`config.mk`:
```
export PLATFORM = sky130hd
export DESIGN_NAME = conv2d_mc_engine_flat
export DESIGN_NICKNAME = d
export VERILOG_FILES = /design/src/rtl/conv_pkg.sv /design/src/rtl/conv2d_mc_engine_if.sv /design/src/rtl/conv_mac.sv /design/src/rtl/conv2d_mc_engine.sv /design/src/flat_wrapper.sv
export SDC_FILE = /design/constraint.sdc
export NUM_CORES = 1
export LEC_CHECK = 0
export CORE_MARGIN = 2
export CORE_UTILIZATION = 30
export DETAILED_ROUTE_END_ITERATION = 7
export GPL_TIMING_DRIVEN = 0
export PLACE_DENSITY = 0.59
export SYNTH_ARGS = -nofsm -noshare
export SYNTH_HDL_FRONTEND = slang
export SYNTH_SLANG_ARGS = --single-unit
```
`constraint.sdc`:
```
create_clock -name clk -period 12.5 [get_ports clk]
set_input_delay 2.5 -clock clk [delete_from_list [all_inputs] [get_ports clk]]
set_output_delay 2.5 -clock clk [all_outputs]
set_load 0.01 [all_outputs]
```
`src/rtl/conv_pkg.sv`:
```
// Shared types and sizing helpers for the multi-channel 2D convolution engine.
// Output dimension and accumulator width are derived here so that the engine and
// its bus interface agree on every array shape.
package conv_pkg;

  typedef enum logic [1:0] {
    IDLE  = 2'd0,
    MAC   = 2'd1,
    WRITE = 2'd2,
    DONE  = 2'd3
  } conv_state_t;

  // Number of valid (unpadded) window positions along one axis.
  function automatic int out_dim(input int n, input int k, input int stride);
    return (n - k) / stride + 1;
  endfunction

  // Unsigned pixel times signed coefficient needs 2*dw+1 bits; summing c*k*k of
  // them needs clog2(c*k*k) more, so the accumulator can never overflow.
  function automatic int acc_width(input int dw, input int c, input int k);
    return 2 * dw + 1 + $clog2(c * k * k);
  endfunction

  // Index width for a counter over n positions, never narrower than one bit.
  function automatic int idx_width(input int n);
    return (n > 1) ? $clog2(n) : 1;
  endfunction

endpackage

```
`src/rtl/conv2d_mc_engine_if.sv`:
```
// Block-level bus of the convolution engine: run request, operands, status and results.
// The caller (master) drives the request and operands; the engine (slave) drives status
// and the result array, which it holds until the next accepted start.
interface conv2d_mc_engine_if #(
  parameter int N      = 5,
  parameter int K      = 3,
  parameter int C      = 1,
  parameter int STRIDE = 1,
  parameter int DW     = 8
);
  localparam int M     = conv_pkg::out_dim(N, K, STRIDE);
  localparam int ACC_W = conv_pkg::acc_width(DW, C, K);

  logic                                   start;
  logic                                   relu_en;
  logic [C-1:0][N-1:0][N-1:0][DW-1:0]     image;
  logic [C-1:0][K-1:0][K-1:0][DW-1:0]     kernel;
  logic                                   busy;
  logic                                   done;
  logic [M-1:0][M-1:0][ACC_W-1:0]         result;

  modport master (
    output start, relu_en, image, kernel,
    input  busy, done, result
  );

  modport slave (
    input  start, relu_en, image, kernel,
    output busy, done, result
  );
endinterface

```
`src/rtl/conv_mac.sv`:
```
// Registered signed multiply-accumulate: unsigned pixel times signed coefficient.
// One product per enabled cycle; the sum is visible the cycle after the enable.
// Clear takes priority over enable; no backpressure, the controller paces it.
module conv_mac #(
  parameter int DW    = 8,
  parameter int ACC_W = 21
) (
  input  logic                    clk,
  input  logic                    rst_n,
  input  logic                    clr_i,
  input  logic                    en_i,
  input  logic [DW-1:0]           pix_i,
  input  logic [DW-1:0]           coef_i,
  output logic signed [ACC_W-1:0] acc_o
);

  logic signed [2*DW:0]    pix_s;
  logic signed [2*DW:0]    coef_s;
  logic signed [2*DW:0]    prod;
  logic signed [ACC_W-1:0] acc_q;
  logic signed [ACC_W-1:0] acc_d;

  // Pixel is zero-extended, coefficient sign-extended; the true product always
  // fits in 2*DW+1 bits so the truncated multiply is exact.
  assign pix_s  = {{(DW + 1){1'b0}}, pix_i};
  assign coef_s = {{(DW + 1){coef_i[DW-1]}}, coef_i};
  assign prod   = pix_s * coef_s;

  // Next accumulator value: clear wins so a window restarts from zero.
  always_comb begin
    acc_d = acc_q;
    if (clr_i) begin
      acc_d = '0;
    end else if (en_i) begin
      acc_d = acc_q + ACC_W'(prod);
    end
  end

  // Accumulator register.
  always_ff @(posedge clk) begin
    if (!rst_n) begin
      acc_q <= '0;
    end else begin
      acc_q <= acc_d;
    end
  end

  assign acc_o = acc_q;

endmodule

```
`src/rtl/conv2d_mc_engine.sv`:
```
// Valid 2D convolution of a C-channel NxN image with a C-channel KxK kernel, optional ReLU.
// Latency M*M*(C*K*K+1) cycles from the accepting edge to the last writeback; done follows.
// No backpressure: start is only sampled in IDLE, requests while busy are dropped.
module conv2d_mc_engine
  import conv_pkg::*;
#(
  parameter int N      = 5,
  parameter int K      = 3,
  parameter int C      = 1,
  parameter int STRIDE = 1,
  parameter int DW     = 8
) (
  input logic               clk,
  input logic               rst_n,
  conv2d_mc_engine_if.slave bus
);

  localparam int M     = out_dim(N, K, STRIDE);
  localparam int ACC_W = acc_width(DW, C, K);
  localparam int NW    = idx_width(N);
  localparam int KW    = idx_width(K);
  localparam int CW    = idx_width(C);
  localparam int MW    = idx_width(M);

  if (N < K) begin : g_chk_nk
    $error("conv2d_mc_engine: N must be >= K");
  end
  if (K < 1 || C < 1 || STRIDE < 1) begin : g_chk_pos
    $error("conv2d_mc_engine: K, C and STRIDE must be >= 1");
  end

  conv_state_t state_q, state_d;

  logic [C-1:0][N-1:0][N-1:0][DW-1:0] img_q;
  logic [C-1:0][K-1:0][K-1:0][DW-1:0] ker_q;
  logic                               relu_q;
  logic [M-1:0][M-1:0][ACC_W-1:0]     res_q;

  logic [MW-1:0] oy_q, oy_d, ox_q, ox_d;
  logic [CW-1:0] c_q, c_d;
  logic [KW-1:0] ky_q, ky_d, kx_q, kx_d;

  logic capture, mac_en, mac_clr, wr_en;

  logic [NW-1:0]           row, col;
  logic [DW-1:0]           pix, coef;
  logic signed [ACC_W-1:0] acc;

  // Current tap: image position of this window/kernel element and its coefficient.
  assign row  = NW'(32'(oy_q) * STRIDE + 32'(ky_q));
  assign col  = NW'(32'(ox_q) * STRIDE + 32'(kx_q));
  assign pix  = img_q[c_q][row][col];
  assign coef = ker_q[c_q][ky_q][kx_q];

  conv_mac #(
    .DW    (DW),
    .ACC_W (ACC_W)
  ) u_mac (
    .clk    (clk),
    .rst_n  (rst_n),
    .clr_i  (mac_clr),
    .en_i   (mac_en),
    .pix_i  (pix),
    .coef_i (coef),
    .acc_o  (acc)
  );

  // Next-state and control: walk kx, then ky, then channel; one writeback per window.
  always_comb begin
    state_d = state_q;
    oy_d    = oy_q;
    ox_d    = ox_q;
    c_d     = c_q;
    ky_d    = ky_q;
    kx_d    = kx_q;
    capture = 1'b0;
    mac_en  = 1'b0;
    mac_clr = 1'b0;
    wr_en   = 1'b0;
    case (state_q)
      IDLE: begin
        if (bus.start) begin
          capture = 1'b1;
          mac_clr = 1'b1;
          oy_d    = '0;
          ox_d    = '0;
          c_d     = '0;
          ky_d    = '0;
          kx_d    = '0;
          state_d = MAC;
        end
      end
      MAC: begin
        mac_en = 1'b1;
        if (kx_q == KW'(K - 1)) begin
          kx_d = '0;
          if (ky_q == KW'(K - 1)) begin
            ky_d = '0;
            if (c_q == CW'(C - 1)) begin
              c_d     = '0;
              state_d = WRITE;
            end else begin
              c_d = c_q + CW'(1);
            end
          end else begin
            ky_d = ky_q + KW'(1);
          end
        end else begin
          kx_d = kx_q + KW'(1);
        end
      end
      WRITE: begin
        wr_en   = 1'b1;
        mac_clr = 1'b1;
        state_d = MAC;
        if (ox_q == MW'(M - 1)) begin
          ox_d = '0;
          if (oy_q == MW'(M - 1)) begin
            oy_d    = '0;
            state_d = DONE;
          end else begin
            oy_d = oy_q + MW'(1);
          end
        end else begin
          ox_d = ox_q + MW'(1);
        end
      end
      DONE: begin
        state_d = IDLE;
      end
      default: begin
        state_d = IDLE;
      end
    endcase
  end

  // State, indices and operands captured on the accepting edge.
  always_ff @(posedge clk) begin
    if (!rst_n) begin
      state_q <= IDLE;
      oy_q    <= '0;
      ox_q    <= '0;
      c_q     <= '0;
      ky_q    <= '0;
      kx_q    <= '0;
      img_q   <= '0;
      ker_q   <= '0;
      relu_q  <= 1'b0;
    end else begin
      state_q <= state_d;
      oy_q    <= oy_d;
      ox_q    <= ox_d;
      c_q     <= c_d;
      ky_q    <= ky_d;
      kx_q    <= kx_d;
      if (capture) begin
        img_q  <= bus.image;
        ker_q  <= bus.kernel;
        relu_q <= bus.relu_en;
      end
    end
  end

  // Writeback of the finished window, clamped to zero when ReLU is on and the sum is negative.
  always_ff @(posedge clk) begin
    if (!rst_n) begin
      res_q <= '0;
    end else if (wr_en) begin
      res_q[oy_q][ox_q] <= (relu_q && acc[ACC_W-1]) ? '0 : acc;
    end
  end

  assign bus.busy   = (state_q != IDLE);
  assign bus.done   = (state_q == DONE);
  assign bus.result = res_q;

endmodule

```
`src/flat_wrapper.sv`:
```
// flat-port wrapper written by rule: the top's interface ports become plain ports
module conv2d_mc_engine_flat import conv_pkg::*;
#(
  parameter int N      = 5,
  parameter int K      = 3,
  parameter int C      = 1,
  parameter int STRIDE = 1,
  parameter int DW     = 8
)
  (clk, rst_n, bus_start, bus_relu_en, bus_image, bus_kernel, bus_busy, bus_done, bus_result);
  conv2d_mc_engine_if #(.N(N), .K(K), .C(C), .STRIDE(STRIDE), .DW(DW)) bus_i ();
  input logic clk;
  input logic rst_n;
  input wire logic [$bits(bus_i.start)-1:0] bus_start;
  input wire logic [$bits(bus_i.relu_en)-1:0] bus_relu_en;
  input wire logic [$bits(bus_i.image)-1:0] bus_image;
  input wire logic [$bits(bus_i.kernel)-1:0] bus_kernel;
  output wire logic [$bits(bus_i.busy)-1:0] bus_busy;
  output wire logic [$bits(bus_i.done)-1:0] bus_done;
  output wire logic [$bits(bus_i.result)-1:0] bus_result;
  assign bus_i.start = bus_start;
  assign bus_i.relu_en = bus_relu_en;
  assign bus_i.image = bus_image;
  assign bus_i.kernel = bus_kernel;
  assign bus_busy = bus_i.busy;
  assign bus_done = bus_i.done;
  assign bus_result = bus_i.result;
  conv2d_mc_engine #(.N(N), .K(K), .C(C), .STRIDE(STRIDE), .DW(DW)) u_core (.clk(clk), .rst_n(rst_n), .bus(bus_i));
endmodule
```
## Yosys cells after proc, flatten, opt, wreduce, memory -nomap -nowiden

Index checks and enable logic that the tools add are counted.

| storage, ports and cells | value |
|---|---|
| output and inout bits | 191 |
| input bits | 276 |
| flip-flop bits (word level) | 494 |
| logic and storage cells | 140 |

| operators by class | value |
|---|---|
| order comparisons | 9 |
| reductions and logical operators | 14 |
| multiply operators | 1 |
| mux-type cells | 44 |
| equality and inequality tests | 12 |
| bitwise gates (word level) | 1 |
| add/sub/neg operators | 8 |

Operators with widths:

| kind | count |
|---|---|
| two-way mux 200 bit | 1 |
| bitwise mux 189 bit | 1 |
| demux 63 bit (select 2 bit) | 1 |
| binary-select mux 40 bit (select 3 bit) | 1 |
| two-way mux 72 bit | 1 |
| two-way mux 63 bit | 1 |
| binary-select mux 24 bit (select 2 bit) | 1 |
| demux 21 bit (select 2 bit) | 1 |
| two-way mux 21 bit | 2 |
| two-way mux 40 bit | 1 |
| two-way mux 2 bit | 13 |
| binary-select mux 8 bit (select 3 bit) | 1 |
| two-way mux 24 bit | 1 |
| adder 21 x 17 -> 21 bit | 1 |
| multiplier 9 x 8 -> 17 bit | 1 |
| binary-select mux 8 bit (select 2 bit) | 1 |
| two-way mux 8 bit | 2 |
| case mux 2 bit (2 select lines) | 4 |
| == test 2 bit (second input constant) | 6 |
| < comparator 2 x 3 -> 1 bit (second input constant) | 4 |
| adder 2 x 1 -> 2 bit (second input constant) | 4 |
| < comparator 3 x 4 -> 1 bit (second input constant) | 2 |
| two-way mux 1 bit | 8 |
| case mux 2 bit (4 select lines) | 1 |
| 16 further kinds | 29 |

## Longest topological paths before layout

| depth | value |
|---|---|
| depth after elaboration | 8 |
| mapped depth | 28 |
| depth with buffers taken out | 25 |

## By module

A second synthesis with hierarchy kept.

| second synthesis, totals | value |
|---|---|
| cells, all modules | 2769 |
| area total of the unflattened synthesis | 23895.4 sq um |

By module, submodules not included:

| module | area each (sq um) | cells an instance | instances |
|---|---|---|---|
| conv2d_mc_engine | 20064.2 | 2348 | 1 |
| conv_mac | 3831.2 | 421 | 1 |

## Least setup slack after synthesis

Ideal clock, no wire load.

| timing path | value |
|---|---|
| path type | flip-flop to flip-flop |
| from | reg u_core.ky_q[1] |
| to | reg u_core.u_mac.acc_q[16] (netlist: u_core.u_mac.acc_o[16]) |
| data arrival time | 6.652 ns |
| cell stages (with the launch flop) | 27 |
| setup time | 0.086 ns |
| required time | 12.414 ns |
| setup slack | 5.763 ns |
| cells stage by stage | dfxtp_1 buf_4 buf_4 buf_4 inv_1 fa_1 clkbuf_1 mux4_2 nand2_1 o21ai_0 nand2_1 o221a_2 nor2_1 fa_1 inv_1 fa_1 inv_1 fa_1 fa_1 fa_1 ha_1 o21ai_0 o21bai_1 a211oi_1 nor2_1 xnor2_1 a211oi_1 |

| on the way | value |
|---|---|
| longest elaborated chain between the ends | 7 |
| elaborated cells between the ends (all ways) | 11 |
| classes of those cells | 2 x add/sub; 1 x mul; 8 x mux |

RTL lines:

| item | RTL line | RTL |
|---|---|---|
| start: declaration | conv2d_mc_engine.sv:41 | `logic [KW-1:0] ky_q, ky_d, kx_q, kx_d;` |
| start signal: assignment | conv2d_mc_engine.sv:154 | `ky_q <= ky_d;` |
| adder 2 x 2 -> 3 bit | conv2d_mc_engine.sv:50 | `assign row = NW'(32'(oy_q) * STRIDE + 32'(ky_q));` |
| binary-select mux 40 bit (select 3 bit) | conv2d_mc_engine.sv:52 | `assign pix = img_q[c_q][row][col];` |
| two-way mux 40 bit (not written as such) | conv2d_mc_engine.sv:52 |  |
| binary-select mux 8 bit (select 3 bit) | conv2d_mc_engine.sv:52 |  |
| two-way mux 8 bit (not written as such) | conv2d_mc_engine.sv:52 |  |
| multiplier 9 x 8 -> 17 bit (*) | conv_mac.sv:27 | `assign prod = pix_s * coef_s;` |
| adder 21 x 17 -> 21 bit (*) | conv_mac.sv:35 | `acc_d = acc_q + ACC_W'(prod);` |
| end signal: assignment | conv_mac.sv:42 | `acc_q <= '0;` |
| end signal: assignment | conv_mac.sv:44 | `acc_q <= acc_d;` |
| end: declaration | conv_mac.sv:20 | `logic signed [ACC_W-1:0] acc_q;` |

Mark *: on every way between the ends. The rest lies on a longest branch, timed or not. The select of a mux whose other input is x is not followed.
A chain may end at the register's enable or synchronous reset.

## Worst setup path in the final report

| timing path | value |
|---|---|
| from | reg u_core.ky_q[1] |
| to | reg u_core.u_mac.acc_q[20] (netlist: u_core.u_mac.acc_o[20]) |

Same word-level chain as after synthesis.

==> reports/metrics.cfg <==
[status]
status = finished, final reports clean

[floorplan]
die_w_um = 284
core_area_mm2 = 0.0776
die_h_um = 284
placement_rows = 102
io_pins = 467
initial_core_util = 0.304
die-area_mm2 = 0.0808

[logic_synthesis]
yosysUniqueCellTypes = 66
syn_avg_cell_area_um2 = 8.55
ys_ff_latch = 493
synthFlopType = dfxtp_1
yosys_warnings = 0
syn_nets = 3150
ys_seq_area_frac = 0.419
syn_area_mm2 = 0.0236
synthArstFlopShare = 0
syn_inst = 2755
synth_edf_count = 0

[drt]
post_drt_wl_per_cell_um = 20.2
vias_per_cell = 4.83
vias = 21000
dr.pass1.iters = 5
drt_iter0_drc = 1344
antenna_left = 0
drt_wl_total_um = 88100
drc = 0

[placed_design]
place_congestion = 0.897
placedCellCount = 4260
place_ws_ps = 4420
numPortBuffers = 465
dp_hpwl_um = 68100
placed_cell_area_mm2 = 0.0295

[power_and_ir_drop]
cellLeakagePower_nw = 11.9
p_sw_frac = 0.264
switchingPower_w = 0.00103
ir_drop_v = 0.000105
p_int_w = 0.00287
clockPowerShare = 0.436
p_per_area_mw_per_mm2 = 124
seqPwrFrac = 0.428
comb_power_share = 0.137

[global_routing]
grt_overflow_total = 0
grt_max_degree = 17
grt_pass1_wl_um = 130000
track_usage = 0.212
antenna_found_initial = 6
grt_pass1_vias = 20700

[sta]
worstMarginPinSlew_ps = 1180
finalWorstSetupSlack_ps = 4350
finalClockSkew_ps = 40.2
rsz0062_at_grt = false
slew_headroom = 0.215
fin_crit_ps = 8150
tns_ps = 0
clock.fmax_ghz = 0.123
hold_violations = 0
fin_crit_sh = 0.652
setup_viol = 0
drv_slew = 0

[cells_and_area]
fin_nets = 3672
drive_gt1_frac = 0.0492
fill_cells = 8105
final_util = 0.404
antenna_cells = 0
final_cells = 4354
synthToLayoutAreaGrowth_pct = 33.2
fin_area_mm2 = 0.0314

[clock_network]
clk_latency_ps = 630
clkSinkCount = 493
cts_tree = yes
cts_max_level = 2
cts-root-buf = clkbuf_16
postCtsHoldBufs = 0
clk_pin_slew_worst_paths_ps = 60
cts_resized = 0
post_cts_buffers = 0
cts_made_buffers = 55
clockBufferDepth = 3

[worst_hold_path]
min_path_type = register to register

[worst_setup_path]
crit_top_cell = fa_1
reg2reg_from = u_core.ky_q[1]
cp.depth = 24
cp-start-kind = register
path_cells = buf_4 -> buf_4 -> buf_4 -> inv_1 -> fa_1 -> clkbuf_1 -> or3_1 -> o22ai_1 -> a21oi_1 -> o221ai_2 -> nand2b_1 -> fa_1 -> fa_1 -> inv_1 -> fa_1 -> fa_1 -> fa_1 -> ha_1 -> o21ai_0 -> o21bai_1 -> a211oi_1 -> o31ai_1 -> xnor2_1 -> a21oi_1
reg2reg_slack_ps = 4350
crit_family = adder cells
reg2reg_depth = 24
worstSetupPathType = register to register
required_ps = 12980
cp-startpoint = u_core.ky_q[1]
cpMaxStageDelayCell = fa_1
worstSetupEndpointType = register
path_buf_inv = 6
critPathMaxFanout = 10
crit_path_end = u_core.u_mac.acc_o[20]
reg2reg_to = u_core.u_mac.acc_o[20]
cp.arrival_ps = 8630
cp_slowest_stage_delay_ps = 550

[run]
drv_cap = 0

layer usage:
metal / vias up / wire (um) / global-route usage
met2: 657 / 42700 / 0.370
li1: 10200 / - / -
met4: 10 / 2970 / 0.0697
met1: 10000 / 37500 / 0.266
met3: 149 / 5010 / 0.0344
met5: - / 67 / 0
synthesized netlist by cell type, drive strengths merged, types with 4 or more instances:
master  instances  share of area
a211oi         12         0.0038
nand2         819           0.13
a221o           4         0.0017
fa             53          0.045
mux4           39          0.039
nand2b         14         0.0037
nand3          21         0.0045
nor2           51         0.0081
xnor2           9         0.0033
mux2           22          0.011
clkbuf        168          0.027
a221oi          5         0.0019
ha             66          0.035
o21ai         201          0.043
a22oi          10         0.0034
or2             4         0.0011
o22ai           9         0.0024
a21boi        276          0.088
mux2i          35          0.015
o21a            4         0.0013
a21oi          54          0.012
o31ai           5         0.0016
buf            23         0.0070
and2          182          0.048
inv            69          0.011
a21o            5         0.0016
nor2b          40          0.011
dfxtp         493           0.42
o211ai          7         0.0022
nor3           11         0.0023
logic make-up (layout without fill, tap and decap cells):
| group | after synthesis | count (layout) | synth area share |
|---|---|---|---|
| adder cells (fa/ha/maj) | 119 | 119 | 0.0801 |
| buffers and inverters | 261 | 820 | 0.0449 |
| flip-flops | 493 | 493 | 0.419 |
| XOR/XNOR | 12 | 12 | 0.00446 |
| AO/OA/AOI/OAI | 615 | 615 | 0.173 |
| AND/OR/NAND/NOR | 1159 | 1159 | 0.214 |
| multiplexers | 96 | 96 | 0.0644 |
per-stage QoR:
step | total power, W | hold slack, ps
after floorplan | 0.00199 | 439
after global placement | 0.00223 | 448
after detailed placement | 0.00224 | 455
after CTS | 0.00393 | 463
after global routing | 0.00406 | 474
final | 0.00390 | 460
final cells by class:
| cell class | count | area [um^2] | area share |
|---|---|---|---|
| Multi-Input combinational cell | 2001 | 12600 | 0.403 |
| Sequential cell | 493 | 9870 | 0.314 |
| Timing Repair Buffer | 465 | 4650 | 0.148 |
| Clock buffer | 77 | 1550 | 0.0494 |
| Tap cell | 1040 | 1300 | 0.0415 |
| Buffer | 191 | 796 | 0.0254 |
| Clock inverter | 17 | 319 | 0.0102 |
| Inverter | 70 | 263 | 0.00837 |
state kept, by name (all words and copies together) (netlist names):
name	flops
u_core.img_q	200
u_core.ky_q	2
u_core.oy_q	2
u_core.u_mac.acc_o	21
u_core.relu_q	1
u_core.state_q	2
u_core.ox_q	2
u_core.bus.result	189
u_core.ker_q	72
u_core.kx_q	2
cell usage in the layout, fill, tap and decap left out, types with 40 or more instances in the layout:
master and instances:
o21ai_0 201, a21boi_0 276, dfxtp_1 493, nor2b_1 40, nand2_1 819, fa_1 53, clkdlybuf4s50_1 465, nor2_1 51
clkbuf_1 181, clkbuf_16 55, and2_1 182, inv_1 69, a21oi_1 51, ha_1 66
worst min path at each step:
stage | start | end | slack, ps | cells past startpoint
after floorplan | u_core.img_q[106] | u_core.img_q[106] | 440 | 2
after global placement | u_core.img_q[58] | u_core.img_q[58] | 450 | 2
after detailed placement | u_core.ker_q[61] | u_core.ker_q[61] | 450 | 2
after CTS | u_core.ker_q[61] | u_core.ker_q[61] | 460 | 2
after global routing | u_core.img_q[128] | u_core.img_q[128] | 470 | 2
final | u_core.img_q[58] | u_core.img_q[58] | 460 | 2
power groups by stage:
| stage | logic, W | clock network [W] | registers, W |
|---|---|---|---|
| final | 0.000534 | 0.00170 | 0.00167 |
| after CTS | 0.000537 | 0.00173 | 0.00167 |
| after global placement | 0.000530 | 0 | 0.00170 |
| after floorplan | 0.000303 | 0 | 0.00169 |
| after global routing | 0.000590 | 0.00179 | 0.00167 |
| after detailed placement | 0.000535 | 0 | 0.00170 |
worst reg2reg max path, cell delays in order, from the launching register on:
cell and delay (ps):
dfxtp_1 390, buf_4 250, buf_4 240, buf_4 260
inv_1 130, fa_1 540, clkbuf_1 280, or3_1 460
o22ai_1 240, a21oi_1 90, o221ai_2 520, nand2b_1 170
fa_1 540, fa_1 550, inv_1 70, fa_1 510
fa_1 520, fa_1 490, ha_1 370, o21ai_0 270
o21bai_1 180, a211oi_1 510, o31ai_1 190, xnor2_1 180
a21oi_1 90
(Power assumes the default switching activity.)
